===== src/rtl/code_entry_fsm.sv =====
// code_entry_fsm: collects a keypad code, checks it, tracks strikes; CODE_TIMEOUT_EN adds an idle timeout
module code_entry_fsm #(
    parameter int CODE_LEN    = 4,
    parameter int MAX_STRIKES = 3,
    parameter int TIMEOUT     = 250000000
) (
    input  logic                  clk,
    input  logic                  rst,
    input  logic [3:0]            btn_pulse,
    input  logic [2*CODE_LEN-1:0] secret,
    output logic [2:0]            digit_cnt,
    output logic                  solved,
    output logic                  strike_pulse,
    output logic [1:0]            strikes,
    output logic                  exploded
);
    typedef enum logic [2:0] {IDLE, ENTRY, CHECK, SOLVED, BOOM} state_t;
    state_t                state;
    logic [2*CODE_LEN-1:0] entry;
    logic                  valid;
    logic [1:0]            idx;
`ifdef CODE_TIMEOUT_EN
    logic [27:0]           idle_cnt;
`endif
    // a press counts only when exactly one button fired; encode its index
    always_comb begin
        valid = (btn_pulse != 4'd0) && ((btn_pulse & (btn_pulse - 4'd1)) == 4'd0);
        idx   = {btn_pulse[3] | btn_pulse[2], btn_pulse[3] | btn_pulse[1]};
    end
    // game state machine with registered outputs
    always_ff @(posedge clk or negedge rst) begin
        if (!rst) begin
            state        <= IDLE;
            entry        <= '0;
            digit_cnt    <= 3'd0;
            solved       <= 1'b0;
            strike_pulse <= 1'b0;
            strikes      <= 2'd0;
            exploded     <= 1'b0;
`ifdef CODE_TIMEOUT_EN
            idle_cnt     <= '0;
`endif
        end else begin
            strike_pulse <= 1'b0;
            case (state)
                IDLE: state <= ENTRY;
                ENTRY: begin
                    if (valid) begin
                        for (int k = 0; k < CODE_LEN; k++)
                            if (digit_cnt == 3'(k)) entry[2*k +: 2] <= idx;
                        digit_cnt <= digit_cnt + 3'd1;
                        if (digit_cnt == 3'(CODE_LEN - 1)) state <= CHECK;
`ifdef CODE_TIMEOUT_EN
                        idle_cnt <= '0;
                    end else if (digit_cnt != 3'd0) begin
                        if (idle_cnt == 28'(TIMEOUT - 1)) begin
                            entry     <= '0;
                            digit_cnt <= 3'd0;
                            idle_cnt  <= '0;
                        end else begin
                            idle_cnt <= idle_cnt + 28'd1;
                        end
`endif
                    end
                end
                CHECK: begin
                    if (entry == secret) begin
                        state  <= SOLVED;
                        solved <= 1'b1;
                    end else begin
                        strike_pulse <= 1'b1;
                        strikes      <= strikes + 2'd1;
                        if (strikes + 2'd1 == 2'(MAX_STRIKES)) begin
                            state    <= BOOM;
                            exploded <= 1'b1;
                        end else begin
                            state     <= ENTRY;
                            entry     <= '0;
                            digit_cnt <= 3'd0;
                        end
                    end
                end
                default: ;
            endcase
        end
    end
endmodule

===== config.mk =====
export PLATFORM = sky130hd
export DESIGN_NAME = code_entry_fsm
export DESIGN_NICKNAME = d
export VERILOG_FILES = /design/src/rtl/code_entry_fsm.sv
export SDC_FILE = /design/constraint.sdc
export NUM_CORES = 1
export LEC_CHECK = 0
export ABC_AREA = 1
export CORE_MARGIN = 2
export CORE_UTILIZATION = 30
export DETAILED_ROUTE_END_ITERATION = 12
export RECOVER_POWER = 100
export SLEW_MARGIN = 20
export SYNTH_ARGS = -nofsm -noshare
export SYNTH_HDL_FRONTEND = slang
export SYNTH_SLANG_ARGS = --single-unit

===== constraint.sdc =====
create_clock -name clk -period 1.8 [get_ports clk]
set_clock_uncertainty 0.2 [all_clocks]
set_input_delay 0.36 -clock clk [delete_from_list [all_inputs] [get_ports clk]]
set_output_delay 0.36 -clock clk [all_outputs]
set_load 0.02 [all_outputs]

# Word level (Yosys, flattened, before mapping)

Cells that the tools add are included.
Widths: inputs -> output; s select.

Flip-flop bits (word level): 19
Bits of input ports: 14
Output and inout bits: 8
Word-level logic and storage cells: 66

Reductions and logical operators: 16
Bitwise logic cells: 4
Eq/ne operators: 14
Muxes and demuxes: 19
Add/sub/neg operators: 3

Operator list:

| operator            | number |
|---|---|
| $mux 8              | 3 |
| $mux 3              | 7 |
| $reduce_and 5->1    | 4 |
| $pmux 8 s2          | 1 |
| $ne 2x2->1 const B  | 7 |
| $eq 3x2->1 const B  | 3 |
| $pmux 3 s3          | 1 |
| $eq 8x8->1          | 1 |
| $mux 2              | 4 |
| $eq 3x1->1 const B  | 2 |
| $logic_not 3->1     | 2 |
| $pmux 3 s2          | 1 |
| $reduce_and 3->1    | 2 |
| $and 4x4->4         | 1 |
| $logic_not 4->1     | 1 |
| $reduce_and 2->1    | 2 |
| $reduce_and 4->1    | 1 |
| $reduce_bool 4->1   | 1 |
| $sub 4x1->4 const B | 1 |
| $add 3x1->3 const B | 1 |
| $reduce_bool 3->1   | 1 |
| $add 2x1->2 const B | 1 |
| $eq 2x2->1 const B  | 1 |
| $mux 1              | 2 |
| 4 further kinds     | 5 |

# Longest topological paths before layout

Gate-level depths: netlist of the first run.

Depth in word-level cells: 6
Mapped depth: 10
Mapped depth without buffers: 9

# Least setup slack after synthesis of the first run

Ideal clock, no wire load.

Kind: register to register
Start point: register digit_cnt[0]
End point: register digit_cnt[2]
Stages on the path, launching flop included: 5
Data arrival time: 1346 ps
Library setup time: 76 ps
Setup slack: 177 ps
Data required time: 1524 ps
Path buffers: 0
Clock period less this slack: 1623 ps
Path through: dfrtp_1 ha_1 ha_1 or2_2 o21ai_1

Longest elaborated chain between the ends: 3

Ends and longest elaborated chain:

| element                | line | source |
|---|---|---|
| from (decl)            | 11   | `output logic [2:0] digit_cnt,` |
| from (signal assigned) | 51   | `digit_cnt <= digit_cnt + 3'd1;` |
| $add 3x1->3            | 51   |  |
| $mux 3                 | 48   | `if (valid) begin` |
| $pmux 3 s2             | 45   | `case (state)` |

No other way between the ends. The select of a mux whose other input is x is not followed.
A chain may end at the register's enable or synchronous reset.

# Worst setup path after layout of the first run

Start point: input port secret[4]
End point: register entry[0]

Longest elaborated chain between the ends: 3

Ends and longest elaborated chain:

| element                         | line | source |
|---|---|---|
| from (decl)                     | 10   | `input logic [2*CODE_LEN-1:0] secret,` |
| $eq 8x8->1                      | 67   | `if (entry == secret) begin` |
| $ne 2x2->1 (no line)            | n/a  |  |
| $reduce_and 5->1 (no line)      | n/a  |  |
| to (signal, indexed assignment) | 50   | `if (digit_cnt == 3'(k)) entry[2*k +: 2] <= idx;` |
| to (decl)                       | 19   | `logic [2*CODE_LEN-1:0] entry;` |

No other way between the ends.

==> out/qor.yml, run 1 <==
placement:
  io_buffer_count: 21
  gp_congestion: 0.743
  pre_cts_slack_ns: -0.280
  dp_hpwl_um: 1760
final_layout:
  final_common_cell: "nand2_1"
  final_core_util: 0.422
  synthToLayoutAreaGrowth_pct: 32.8
  final_cell_mix: "nand2_1 (57), inv_1 (21), dfrtp_1 (19)"
  fillers: 390
  insertedDiodeCount: 0
  drive_gt1_frac: 0.186
  nNetsFinal: 209
worst_setup_path:
  crit_required_ns: 1.75
  crit_fanout: 6
  setup.worst_path.start: "secret[4]"
  crit_type: "in -> reg"
  start_kind: "input pin"
  critPathCaptureType: "flop"
  rr_startpoint: "state[0]"
  worst_ep_arrival_time_ns: 1.68
floorplanning:
  pin_count: 22
  coreArea_mm2: 0.00372
  row_count: 22
  die_area_mm2: 0.00445
  die_w_um: 66.7
  die_h_um: 66.7
  initial_core_util: 0.318
worst_hold_path:
  min-delay-start: "solved"
  hp-class: "reg -> reg"
global_route:
  grt_pass1_wl_um: 3880
  antenna_found_initial: 0
  grtUsageTotal: 0.114
  grt_max_degree: 20
  grt_remaining_overflow: 0
  grt_pass1_vias: 924
sta:
  maxSlewViolCount: 0
  setup_tns_ns: 0
  worst_pin_slew_ns: 0.476
  rsz0062_at_grt: "false"
  fmax_ghz: 0.579
  setup_violations: 0
  finalCritPeriodShare: 0.960
  relSlewSlack: 0.683
  finalHoldViolations: 0
  fin_ws_ns: 0.0725
  post-route-min-period_ns: 1.73
clock_network:
  cts_tree: "yes"
  clk_pin_slew_worst_paths_ns: 0.07
  clk_latency_ns: 0.25
  clock-sinks: 19
  cts_root_buf: "clkbuf_8"
  h-tree-depth: 1
  cts_hold_buffers: 0
  cts_buffer_depth: 2
  cts_made_buffers: 3
pwr:
  seqPwrFrac: 0.534
  sw_frac_of_total: 0.227
  switching_power_uw: 183
  comb_power_share: 0.100
  power.internal_uw: 624
  leakagePower_nw: 0.780
  power.density_mw_per_mm2: 515
  vdd_drop_max_mv: 0.234
  p_clk_frac: 0.366
  power_uw: 807
drt:
  drtAntennaViolNets: 0
  drc: 0
  vias: 1024
  via_per_inst: 4.34
  first_pass_iters: 4
  wl_um: 2250
  drtIter0Drc: 48
  wl_per_cell_um: 9.53
logic_synthesis:
  synth.distinct_cells: 21
  syn_nets: 176
  ys_seq_area_frac: 0.403
  synth-seq-cells: 19
  synth-warning-count: 0
  syn_area_per_cell_um2: 7.56
  syn-cell-area_mm2: 0.00118
  syn-instance-count: 156
flow_run:
  maxCapViolations: 0
outcome:
  status: "completed"
-- worst max-delay path: stages --
cell and delay, ns:
clkdlybuf4s50_1 0.47, xnor2_1 0.11, nand2_1 0.10, nor2_4 0.15, clkbuf_4 0.15, nand3_2 0.15
nand4_1 0.12, nand2_1 0.06
-- through the flow --
step                hold slack (ns)  cells  cell area (um2)
floorplan                    -0.136    156             1180
detailed placement            0.250    230             1480
global route                  0.308    236             1570
global placement              0.263    230             1480
finish                        0.277    236             1570
CTS                           0.246    234             1520
-- routing by layer --
| metal | wire length [um] | vias to the layer above | track usage |
|---|---|---|---|
| li1 | - | 545 | - |
| met1 | 1100 | 462 | 0.143 |
| met2 | 1060 | 14 | 0.196 |
| met3 | 77 | 3 | 0.0304 |
| met4 | 18 | 0 | 0.0230 |
| met5 | 0 | - | 0 |
-- what timing repair did --
item	in CTS	in global routing
gates resized for setup	5	11
gates cloned	0	1
endpoints found under the setup margin	5	16
pin swaps	0	3
setup buffers	0	1
-- cell families (layout without fill, tap and decap cells) --
logic type | Yosys count | in the layout | synth area share
and+or+nand+nor | 95 | 96 | 0.381
AOI/OAI and AO/OA | 6 | 6 | 0.0286
DFF | 19 | 19 | 0.403
buffers and inverters | 25 | 56 | 0.0870
xor gates and xnor gates | 5 | 5 | 0.0371
adders and majority gates | 6 | 6 | 0.0636
-- registers in the layout, indices dropped and copies added (netlist names) --
register	count
entry	8
digit_cnt	3
state	3
strikes	2
exploded	1
solved	1
strike_pulse	1
-- worst paths after layout --
kind | end | slack [ns] | depth (start not counted)
worst max-delay path | entry[0] | 0.07 | 8
worst min-delay path | solved | 0.28 | 2
worst max register to register | digit_cnt[1] | 0.21 | 8
worst min register to register | solved | 0.28 | 2
max in group asynchronous | exploded | 0.69 | 2
min in group asynchronous | entry[1] | 0.39 | 2
-- cell usage after synthesis (all sizes together) --
library cell	count	area share
nand2	63	0.21
dfrtp	19	0.40
nor2	14	0.073
nand4	6	0.032
nand3	11	0.064
or2	1	0.0053
xnor2	4	0.030
inv	23	0.073
ha	6	0.064
o21ai	6	0.029
xor2	1	0.0074
clkinv	1	0.0042
buf	1	0.0095
-- power by group through the flow --
stage | combinational, mW | sequential, mW | clock (mW)
6_report | 0.0809 | 0.431 | 0.296
5_1_grt | 0.0911 | 0.431 | 0.324
4_1_cts | 0.0778 | 0.431 | 0.306
3_5_place_dp | 0.0773 | 0.439 | 0
3_3_place_gp | 0.0765 | 0.439 | 0
2_1_floorplan | 0.0285 | 0.439 | 0
-- final cells by class --
type                    count  area [um2]  share of cell area
flip-flops and latches     19         475               0.304
clock inverters             1        5.00             0.00319
clock buffers               3        41.3              0.0264
inverters                  24        91.3              0.0583
multi-input cells         113         652               0.416
well taps                  48        60.1              0.0383
repair buffers             28         241               0.154
(Power assumes the default switching activity.)
==> inputs of run 2 (changes only) <==
--- a/config.mk
+++ b/config.mk
@@ -6,9 +6,11 @@
 export NUM_CORES = 1
 export LEC_CHECK = 0
 export ABC_AREA = 1
+export CAP_MARGIN = 30
 export CORE_MARGIN = 2
-export CORE_UTILIZATION = 30
+export CORE_UTILIZATION = 51
 export DETAILED_ROUTE_END_ITERATION = 12
+export PLACE_DENSITY = 0.78
 export RECOVER_POWER = 100
 export SLEW_MARGIN = 20
 export SYNTH_ARGS = -nofsm -noshare
==> out/qor.yml, run 2 (synthesis results as in run 1) <==
final_layout:
  stdcell_count: 214  # -9.3%
  fillers: 207  # -47%
  final_common_cell: "nand2_1"
  final_core_util: 0.678  # +0.256
  synthToLayoutAreaGrowth_pct: 25.9
  nNetsFinal: 207  # -0.96%
  largest_registers: "entry: 8 flops, digit_cnt: 3 flops, state: 3 flops"
  final_cell_mix: "nand2_1 (58), inv_1 (21), dfrtp_1 (19)"
  stdcell_area_mm2: 0.00149  # -5.2%
  regMostFlops: "entry"
  insertedDiodeCount: 0  # unchanged
  drive_gt1_frac: 0.156  # -0.0303
  largest_reg_flops: 8  # unchanged
pwr:
  switching_power_uw: 182  # -0.18%
  p_clk_frac: 0.306  # -0.060
  power.internal_uw: 553  # -11%
  sw_frac_of_total: 0.248  # +0.0215
  seqPwrFrac: 0.585  # +0.051
  vdd_drop_max_mv: 0.375  # +60%
  leakagePower_nw: 0.770  # -1.4%
  power.density_mw_per_mm2: 495  # -3.9%
  comb_power_share: 0.109  # +0.009
floorplanning:
  initial_core_util: 0.539  # +0.221
  coreArea_mm2: 0.00219  # -41%
  die_w_um: 52.1  # -22%
  row_count: 17  # -23%
  pin_count: 22  # unchanged
  die_h_um: 52.1  # -22%
  die_area_mm2: 0.00271  # -39%
sta:
  finalCritPeriodShare: 0.972  # +0.0121
  setup_violations: 0  # unchanged
  worst_pin_slew_ns: 1.03  # +0.551 ns
  relSlewSlack: 0.315  # -0.368
  finalHoldViolations: 0  # unchanged
  fmax_ghz: 0.572  # -1.2%
  post-route-min-period_ns: 1.75  # +0.0218 ns
  setup_tns_ns: 0  # unchanged
  fin_hold_ws_ns: 0.274  # -0.00295 ns
  maxSlewViolCount: 0  # unchanged
drt:
  wl_um: 2510  # +12%
  drtAntennaViolNets: 0  # unchanged
  first_pass_iters: 5  # +1
  vias: 1049  # +2.4%
  drtIter0Drc: 19  # -60%
  via_per_inst: 4.90  # +13%
  drc: 0  # unchanged
  wl_per_cell_um: 11.7  # +23%
worst_setup_path:
  crit_path_cell_trace: "clkdlybuf4s50_1 -> nand2_1 -> nand2_1 -> nand2_1 -> nor2_2 -> buf_4 -> nand2_1 -> nand2_1 -> xor2_1"
  crit_fanout: 4  # -2
  start_kind: "input pin"
  crit_required_ns: 1.83  # +0.08 ns
  crit_type: "in -> reg"
  slowest_stage: "clkdlybuf4s50_1"
  critPathMaxStageDelay_ns: 0.49  # +0.02 ns
  path_common_cell: "nand2_1"
  critPathCaptureType: "flop"
  worst_ep_arrival_time_ns: 1.78  # +0.10 ns
global_route:
  grt_remaining_overflow: 0  # unchanged
  antenna_found_initial: 0  # unchanged
  grt_pass1_vias: 1111  # +20%
  grt_pass1_wl_um: 4430  # +14%
  grt_max_degree: 20  # unchanged
  grtUsageTotal: 0.222  # +0.108
clock_network:
  h-tree-depth: 1  # unchanged
  clock-sinks: 19  # unchanged
  cts_tree: "yes"
  clk_latency_ns: 0.31  # +0.06 ns
  cts_buffer_depth: 2  # unchanged
  cts_root_buf: "clkbuf_4"
  cts_made_buffers: 3  # unchanged
  cts_hold_buffers: 0  # unchanged
  clk_pin_slew_worst_paths_ns: 0.10  # +0.03 ns
placement:
  dp_hpwl_um: 1950  # +11%
  gp_congestion: 0.816  # +9.8%
  placed_cell_area_mm2: 0.00145  # -2.2%
  io_buffer_count: 21  # unchanged
  placedCellCount: 209  # -9.1%
outcome:
  status: "completed"
flow_run:
  maxCapViolations: 0  # unchanged
worst_hold_path:
  hp-class: "reg -> reg"
-- run 2: cell count changes in the layout (fill, tap and decap cells not counted) --
cell and delta:
buf_4 +2, clkbuf_1 -1, clkbuf_2 -1, clkbuf_8 -3, clkdlybuf4s50_1 -1, dlygate4sd2_1 +3
nand2_1 +1, nand2_4 -1, nand3_2 -1, nor2_1 +1, nor2_2 +1, nor2_4 -2
xor2_1 +1, xor2_2 -1
-- run 2: worst max-delay path, delay by kind of cell --
kind                   cells  cell delay, ns
AND/OR/NAND/NOR            6            0.60
XOR/XNOR                   1            0.17
buffers and inverters      2            0.63
-- run 2: worst paths after layout --
kind                         startpoint      endpoint  slack, ns  cells past startpoint
max                           secret[1]    strikes[0]       0.05                      9
min                            exploded      exploded       0.27                      2
max reg2reg                digit_cnt[0]  digit_cnt[2]       0.15                      4
min reg2reg                    exploded      exploded       0.27                      2
max in group asynchronous           rst      entry[5]       0.25                      2
min in group asynchronous           rst      state[2]       0.52                      2
-- run 2: what timing repair did --
| action | CTS | global route |
|---|---|---|
| hold endpoints to repair | 0 | 0 |
| setup endpoints to repair | 8 | 7 |
| resized for setup | 8 | 3 |
| pin swaps | 0 | 1 |
| buffers inserted | 0 | 1 |
| gates cloned | 0 | 0 |
-- run 2: final cells by class --
type / instances / area, um2 / share of cell area
clock inverters: 1 / 5.00 / 0.00337
repair buffers: 27 / 241 / 0.163
well taps: 28 / 35.0 / 0.0236
flip-flops and latches: 19 / 475 / 0.320
inverters: 24 / 91.3 / 0.0615
clock buffers: 3 / 22.5 / 0.0152
multi-input cells: 112 / 614 / 0.414
-- run 2: stage by stage --
stage,setup WS (ns),total power [mW]
after floorplan,0.177,0.467
after global placement,-0.186,0.514
after detailed placement,-0.267,0.518
after CTS,0.0580,0.741
after global routing,-0.0146,0.769
final,0.0506,0.736
-- run 2: power by group through the flow --
stage / Combinational, mW / Sequential, mW / Clock (mW)
2_1_floorplan: 0.0285 / 0.439 / 0
3_3_place_gp: 0.0748 / 0.439 / 0
3_5_place_dp: 0.0786 / 0.439 / 0
4_1_cts: 0.0788 / 0.431 / 0.232
5_1_grt: 0.0894 / 0.431 / 0.248
6_report: 0.0799 / 0.431 / 0.225
-- run 2: metal layers --
layer | share of wire | global-route usage | vias to the layer above | wire (um)
li1 | - | - | 540 | -
met1 | 0.42 | 0.241 | 491 | 1050
met2 | 0.54 | 0.422 | 13 | 1360
met3 | 0.023 | 0.0316 | 5 | 59
met4 | 0.019 | 0.0921 | 0 | 47
met5 | 0 | 0 | - | 0
==> inputs of run 3 (changes only) <==
--- a/config.mk
+++ b/config.mk
@@ -8,9 +8,9 @@
 export ABC_AREA = 1
 export CAP_MARGIN = 30
 export CORE_MARGIN = 2
-export CORE_UTILIZATION = 51
+export CORE_UTILIZATION = 46
 export DETAILED_ROUTE_END_ITERATION = 12
-export PLACE_DENSITY = 0.78
+export PLACE_DENSITY = 0.75
 export RECOVER_POWER = 100
 export SLEW_MARGIN = 20
 export SYNTH_ARGS = -nofsm -noshare
==> constraint.sdc (replaced) <==
create_clock -name clk -period 1.4 [get_ports clk]
set_clock_uncertainty 0.2 [all_clocks]
set_input_delay 0.28 -clock clk [delete_from_list [all_inputs] [get_ports clk]]
set_output_delay 0.28 -clock clk [all_outputs]
set_load 0.02 [all_outputs]
==> out/qor.yml, run 3 (synthesis results as in run 1) <==
worst_hold_path:
  hp-class: "in -> async"
worst_setup_path:
  crit_type: "reg -> reg"
  path_buf_inv: 1  # -1
  critPathCaptureType: "flop"
  path_delay_family: "simple AND/OR/NAND/NOR gates"
  path_common_cell: "nand2_1"
  critPathMaxStageDelay_ns: 0.43  # -0.06 ns
  crit_fanout: 6  # +2
  rr_startpoint: "entry[2]"
  crit_required_ns: 1.41  # -0.42 ns
  worst_ep_arrival_time_ns: 1.62  # -0.16 ns
  start_kind: "flop"
  r2r_cells: 7  # +3
  slowest_stage: "dfrtp_1"
  crit_path_cell_trace: "xnor2_1 -> nand2_1 -> nor2_4 -> buf_6 -> nand3_4 -> nand4_1 -> nand2_1"
  setup.worst_path.start: "entry[2]"
  cp.depth: 7  # -2
clock_network:
  cts_buffer_depth: 2  # unchanged
  clk_pin_slew_worst_paths_ns: 0.11  # about the same
  cts_tree: "yes"
  h-tree-depth: 1  # unchanged
  cts_root_buf: "clkbuf_4"
  cts_made_buffers: 3  # unchanged
  clock-sinks: 19  # unchanged
  clk_latency_ns: 0.31  # about the same
pwr:
  switching_power_uw: 242  # +33%
  leakagePower_nw: 0.967  # +26%
  sw_frac_of_total: 0.252  # +0.00373
  comb_power_share: 0.122  # +0.013
  power.density_mw_per_mm2: 498  # +0.52%
  power.internal_uw: 720  # +30%
  p_clk_frac: 0.303  # -0.003
  vdd_drop_max_mv: 0.719  # +92%
  seqPwrFrac: 0.575  # -0.010
drt:
  first_pass_iters: 5  # unchanged
  wl_per_cell_um: 14.3  # +21%
  vias: 1285  # +22%
  drtAntennaViolNets: 0  # unchanged
  via_per_inst: 5.27  # +7.4%
  drtIter0Drc: 29  # +10
  drc: 0  # unchanged
  wl_um: 3480  # +38%
sta:
  fin_hold_ws_ns: 0.229  # -0.0448 ns
  worst_pin_slew_ns: 0.473  # -0.554 ns
  fmax_ghz: 0.618
  post-route-min-period_ns: 1.62
  finalHoldViolations: 0  # unchanged
  rsz0062_at_grt: "true"
  maxSlewViolCount: 0  # unchanged
  relSlewSlack: 0.685  # +0.369
  fin_ws_ns: -0.218  # -0.268 ns
  setup_violations: 21  # +21
  finalCritPeriodShare: 1.16
floorplanning:
  pin_count: 22  # unchanged
  row_count: 18  # +1
  die_w_um: 54.6  # +4.9%
  die_h_um: 54.6  # +4.9%
  initial_core_util: 0.481  # -0.0579
  coreArea_mm2: 0.00245  # +12%
  die_area_mm2: 0.00299  # +10%
final_layout:
  fillers: 153  # -26%
  stdcell_count: 244  # +14%
  final_cell_mix: "nand2_1 (48), buf_4 (24), inv_1 (16)"
  largest_reg_flops: 8  # unchanged
  nNetsFinal: 235  # +14%
  drive_gt1_frac: 0.477  # +0.321
  largest_registers: "entry: 8 flops, digit_cnt: 3 flops, state: 3 flops"
  insertedDiodeCount: 0  # unchanged
  regMostFlops: "entry"
  final_common_cell: "nand2_1"
  synthToLayoutAreaGrowth_pct: 63.8
global_route:
  antenna_found_initial: 0  # unchanged
  grt_max_degree: 20  # unchanged
  globalRouteMet3Util: 0.0383  # +0.00664
  grtUsageTotal: 0.221  # -0.00119
  grt_remaining_overflow: 0  # unchanged
  grt_pass1_vias: 1150  # +3.5%
  grt_use_met2: 0.401  # -0.0211
  grtUsageMet1: 0.241  # -0.000259
  grt_pass1_wl_um: 4710  # +6.4%
  top_usage_layer: "met2"
placement:
  dp_hpwl_um: 2040  # +4.6%
  gp_congestion: 0.804  # -1.4%
  placedCellCount: 224  # +7.2%
  io_buffer_count: 21  # unchanged
outcome:
  violations: "negative setup slack"
  status: "complete, but fails checks"
flow_run:
  maxCapViolations: 0  # unchanged
==> run 3: changes by cell type in the layout (fill, tap and decap cells not counted), moves of 6 or more <==
cell,before,now
nand2_1,58,48
buf_6,0,10
buf_4,5,24
dlygate4sd2_1,8,1
nand2_2,5,12
nand3_2,3,9
nand3_1,7,0
==> run 3: metal layers <==
metal | routed length [um] | vias up
met5 | 0 | -
met2 | 1760 | 43
met4 | 144 | 0
met1 | 1390 | 624
met3 | 178 | 15
li1 | - | 603
==> run 3: final cells by class <==
cell class              count  area (um2)  area share
repair buffers             54         479       0.248
multi-input cells         113         815       0.421
well taps                  30        37.5      0.0194
inverters                  24        95.1      0.0492
clock buffers               4        26.3      0.0136
flip-flops and latches     19         480       0.249
==> run 3: power by group through the flow <==
stage          Combinational (mW)  Clock (mW)  Sequential, mW
6_report                    0.117       0.292           0.554
4_1_cts                     0.111       0.287           0.554
3_3_place_gp               0.0969           0           0.564
2_1_floorplan              0.0367           0           0.564
5_1_grt                     0.130       0.313           0.554
3_5_place_dp                0.100           0           0.564
==> run 3: path summary, 6_finish.rpt <==
path                              end  slack, ns
min in group clk             exploded       0.29
hold reg to reg              exploded       0.29
hold / removal               state[2]       0.23
setup / recovery             entry[4]      -0.22
max in group asynchronous  strikes[0]       0.41
setup reg to reg             entry[4]      -0.22
==> run 3: through the flow <==
| stage | utilization | total power, mW | setup TNS, ns | cell area, um2 | setup WS (ns) |
|---|---|---|---|---|---|
| 6_report | 0.787 | 0.963 | -3.50 | 1930 | -0.218 |
| 5_1_grt | 0.787 | 0.997 | -4.93 | 1930 | -0.327 |
| 4_1_cts | 0.703 | 0.952 | -2.39 | 1730 | -0.151 |
| 3_5_place_dp | 0.650 | 0.665 | -10.05 | 1600 | -0.615 |
| 3_3_place_gp | 0.650 | 0.661 | -8.83 | 1600 | -0.516 |
| 2_1_floorplan | - | 0.601 | -0.339 | 1220 | -0.0449 |
==> run 3: repair_timing <==
item,4_1_cts,5_1_grt
buffers inserted,5,10
hold buffers,0,0
gates cloned,1,0
resized for setup,54,38
hold endpoints to repair,0,0
endpoints found under the setup margin,27,22
pin swaps,12,23
